File: config.mk
export PLATFORM = sky130hd
export DESIGN_NAME = lc3b_branch_history
export DESIGN_NICKNAME = d
export VERILOG_FILES = /design/src/rtl/lc3b_branch_history.sv
export SDC_FILE = /design/constraint.sdc
export NUM_CORES = 1
export LEC_CHECK = 0
export BUFFER_PORTS_ARGS = -buffer_cell sky130_fd_sc_hd__buf_4
export CORE_MARGIN = 1
export CORE_UTILIZATION = 47
export CTS_BUF_LIST = sky130_fd_sc_hd__clkbuf_16
export CTS_CLUSTER_DIAMETER = 30
export CTS_CLUSTER_SIZE = 10
export DETAILED_ROUTE_END_ITERATION = 12
export PLACE_DENSITY_LB_ADDON = 0.3
export SYNTH_ARGS = -nofsm -noshare
export SYNTH_HDL_FRONTEND = slang
export SYNTH_SLANG_ARGS = --single-unit
File: constraint.sdc
create_clock -name clk -period 7.9 [get_ports clk]
set_input_delay 1.58 -clock clk [delete_from_list [all_inputs] [get_ports clk]]
set_output_delay 1.58 -clock clk [all_outputs]
set_load 0.02 [all_outputs]
File: src/rtl/lc3b_branch_history.sv
// lc3b_branch_history: speculative and architectural global branch history with mispredict repair.
// Ports:
//   clk, reset                  clock; synchronous active-high reset
//   pred_valid, pred_taken      prediction from fetch; accepted when pred_ready
//   pred_ready                  prediction FIFO not full (combinational from count)
//   resolve_valid, resolve_taken oldest in-flight branch resolved in execute
//   spec_hist, commit_hist      speculative and resolved-only histories
//   mispredict                  one-cycle pulse after a wrong prediction is resolved
//   inflight                    number of unresolved predictions held
module lc3b_branch_history #(
    parameter int HIST_W = 8,
    parameter int DEPTH  = 4
) (
    input  logic                       clk,
    input  logic                       reset,
    input  logic                       pred_valid,
    input  logic                       pred_taken,
    output logic                       pred_ready,
    input  logic                       resolve_valid,
    input  logic                       resolve_taken,
    output logic [HIST_W-1:0]          spec_hist,
    output logic [HIST_W-1:0]          commit_hist,
    output logic                       mispredict,
    output logic [$clog2(DEPTH+1)-1:0] inflight
);
    localparam int PW = DEPTH > 1 ? $clog2(DEPTH) : 1;
    localparam int CW = $clog2(DEPTH+1);
    logic [DEPTH-1:0] q;
    logic [PW-1:0]    head, tail, head_nx, tail_nx;
    logic [CW-1:0]    count;
    logic             accept, resolve, miss;
    always_comb begin
        pred_ready = count < CW'(DEPTH);
        accept     = pred_valid && pred_ready;
        resolve    = resolve_valid && count != '0;
        miss       = resolve && resolve_taken != q[head];
        head_nx    = head == PW'(DEPTH-1) ? '0 : head + PW'(1);
        tail_nx    = tail == PW'(DEPTH-1) ? '0 : tail + PW'(1);
        inflight   = count;
    end
    always_ff @(posedge clk) begin
        if (reset) begin
            spec_hist   <= '0;
            commit_hist <= '0;
            mispredict  <= 1'b0;
            q           <= '0;
            head        <= '0;
            tail        <= '0;
            count       <= '0;
        end else begin
            mispredict <= miss;
            if (resolve)
                commit_hist <= {commit_hist[HIST_W-2:0], resolve_taken};
            if (miss) begin
                // Repair wins over a same-cycle accept: that prediction is wrong-path.
                spec_hist <= {commit_hist[HIST_W-2:0], resolve_taken};
                head      <= '0;
                tail      <= '0;
                count     <= '0;
            end else begin
                if (accept) begin
                    spec_hist <= {spec_hist[HIST_W-2:0], pred_taken};
                    q[tail]   <= pred_taken;
                    tail      <= tail_nx;
                end
                if (resolve)
                    head <= head_nx;
                count <= count + CW'(accept) - CW'(resolve);
            end
        end
    end
endmodule
==> metrics.cfg <==
[run_status]
status = completed

[cts]
holdBufCountCts = 0
cts_buffer_depth = 2
cts_tree = done
clock_latency_ns = 0.26
postCtsSetupBuffers = 0
clock-sinks = 28
cts_resized = 0
numCtsBuffers = 3
cts_root_buf = clkbuf_16
clk_pin_slew_worst_paths_ns = 0.06
htreeDepth = 1

[pwr]
intPower_w = 0.000324
p_comb_frac = 0.421
p_leak_nw = 0.661
switching_share = 0.382
seqPwrFrac = 0.364
p_clk_frac = 0.216
vdd_ir_drop_max_uv = 204
p_sw_w = 0.000200
power.density_mw_per_mm2 = 321

[run]
max_cap_viol_count = 0

[global_route]
grtUsageMet1 = 0.237
grt_pass1_wl_um = 4510
overflow = 0
grtUsageMet2 = 0.303
busiest_layer = met2
grt_use_met3 = 0.0279
grt_pass1_vias = 990
grt_start_max_net_pins = 30
track_usage = 0.187
antenna_found_initial = 0

[final_layout]
multiInputGateArea_um2 = 719
drive_above_1_share = 0.272
area.sequential_um2 = 561
finalNonFillerCells = 200
final_common_cell = nand2_1
diodes = 0
fill_cells = 234
syn2layout_area_growth_pct = 19.9
fin_nets = 185
mostFrequentLayoutCells = nand2_1 (32), dfxtp_1 (28), buf_4 (28), nor3_1 (14), a21oi_1 (12)

[synth]
synth_seq_cells = 28
synth_area_leader_cell = dfxtp_1
yosysWarnings = 0
synth_area_mm2 = 0.00136
seq_area_frac_synth = 0.411
yosys-top-cells-area = dfxtp_1 (41%), nand2_1 (8.8%), a311oi_2 (7.7%), ha_1 (6.4%), nor3_1 (5.1%)
synth_nets = 162
synth_area_per_cell_um2 = 9.21
yosys.area.top_type_share = 0.411
yosys.cell_types.count = 27
postSynthCellCount = 148

[critical_path]
crit_buf_inv = 4
start_kind = primary input
cpMaxStageDelayCell = ha_1
cpPeakStageDelay_ns = 0.38
reg2reg_depth = 10
path_cells = buf_4 -> nor2b_1 -> buf_4 -> clkinv_1 -> ha_1 -> inv_1 -> ha_1 -> fa_1 -> xnor2_1 -> xnor2_1 -> nor3_1
cp-end-kind = flip-flop
path_delay_family = adder cells
path_class = in -> reg
cp_num_cells = 11
required_ns = 8.03
cp_max_fo = 15
critical_path_arrival_ns = 3.65

[routing]
viasPerCell = 5.45
wl_um = 2730
dr.pass1.iters = 4
routedWlPerCell_um = 13.7
vias = 1089
antenna_left = 0
drc = 0
initialDrtViolationCount = 31

[floorplanning]
start_util = 0.494
die-height_um = 55.8
io_pins = 27
dieWidth_um = 55.8
die_area_mm2 = 0.00312
core_mm2 = 0.00276
rows = 19

[timing]
fin_skew_ns = 0.00249
worst_slew_pin_slew_ns = 0.686
fmax_mhz = 285
hold_viol = 0
final.min_clock_period_ns = 3.51
final-max-slew-violation-count = 0
post-route-period-util = 0.445
setup_tns_ns = 0
finalSetupViolCount = 0
timing.slew.headroom = 0.541
rsz0062_at_grt = no

[min_path]
hold_path_class = reg -> reg
whs_path_depth = 2

[placement]
hpwl_um = 1910
placedCellCount = 197
numPortBuffers = 26
place_congestion = 0.743

[worst paths after layout]
| kind | endpoint | slack (ns) | from |
|---|---|---|---|
| min reg2reg | commit_hist[7]$_SDFFE_PP0P_ | 0.47 | commit_hist[7]$_SDFFE_PP0P_ |
| max reg2reg | inflight[2]$_SDFF_PP0_ | 5.26 | inflight[2]$_SDFF_PP0_ |
| max | inflight[2]$_SDFF_PP0_ | 4.39 | pred_valid |
| min | commit_hist[7]$_SDFFE_PP0P_ | 0.47 | commit_hist[7]$_SDFFE_PP0P_ |
[power by group through the flow]
stage          logic [W]  clock network, W  registers (W)
2_1_floorplan   0.000144                 0       0.000211
3_3_place_gp    0.000214                 0       0.000192
3_5_place_dp    0.000220                 0       0.000193
4_1_cts         0.000222          0.000114       0.000191
5_1_grt         0.000242          0.000120       0.000195
6_report        0.000221          0.000113       0.000191
[Yosys cell counts, drive strengths merged]
| master | count |
|---|---|
| mux2 | 1 |
| ha | 7 |
| clkbuf | 8 |
| mux4 | 1 |
| a311oi | 7 |
| mux2i | 5 |
| inv | 7 |
| nand2b | 6 |
| o31ai | 1 |
| fa | 1 |
| nor3b | 2 |
| xnor2 | 3 |
| dfxtp | 28 |
| o211ai | 4 |
| a21oi | 12 |
| nand2 | 32 |
| nor2b | 1 |
| clkinv | 1 |
| nor2 | 4 |
| nor3 | 14 |
| buf | 2 |
| o21ai | 1 |
[layer usage]
metal / wire (um) / vias to the layer above
met3: 87 / 6
met2: 1310 / 23
met1: 1260 / 511
met4: 78 / 0
li1: - / 549
met5: 0 / -
[per-stage QoR]
stage                     utilization  setup slack (ns)  cell area [um2]  power [W]  hold slack, ns
after global placement          0.565              4.16             1560   0.000406           0.449
after floorplan                     -              4.34             1360   0.000355           0.450
final                           0.593              4.39             1630   0.000525           0.468
after global routing            0.593              4.27             1630   0.000557           0.490
after detailed placement        0.565              4.09             1560   0.000413           0.469
after CTS                       0.593              4.37             1630   0.000527           0.478
[worst reg2reg max path, delay by kind of cell (launching register included)]
family,cells,cell delay (ns)
xor gates and xnor gates,2,0.33
DFF,1,0.36
AOI/OAI and AO/OA,1,0.25
buffers and inverters,3,0.61
adders and majority gates,3,0.91
and+or+nand+nor,1,0.06
[cell families (layout without fill, tap and decap cells)]
group                    after synthesis  count (layout)  share of synthesized area
AND/OR/NAND/NOR                       59              59                      0.196
flip-flops                            28              28                      0.411
AO/OA/AOI/OAI                         25              25                      0.167
buffers and inverters                 18              39                     0.0606
adder cells (fa/ha/maj)                8               8                     0.0790
multiplexers                           7               7                     0.0615
XOR/XNOR                               3               3                     0.0248
[sequential cells by signal, summed over array words and instances (netlist names)]
name and flops:
commit_hist 8, q 4, spec_hist 8, mispredict 1, head 2, inflight 3
tail 2
[area by class of cell]
class	count	area share
multi-input cells	102	0.440
flip-flops and latches	28	0.343
repair buffers	28	0.129
clock buffers	3	0.0459
well taps	31	0.0237
inverters	8	0.0184
Note: power is estimated with default switching activity, not from simulation.
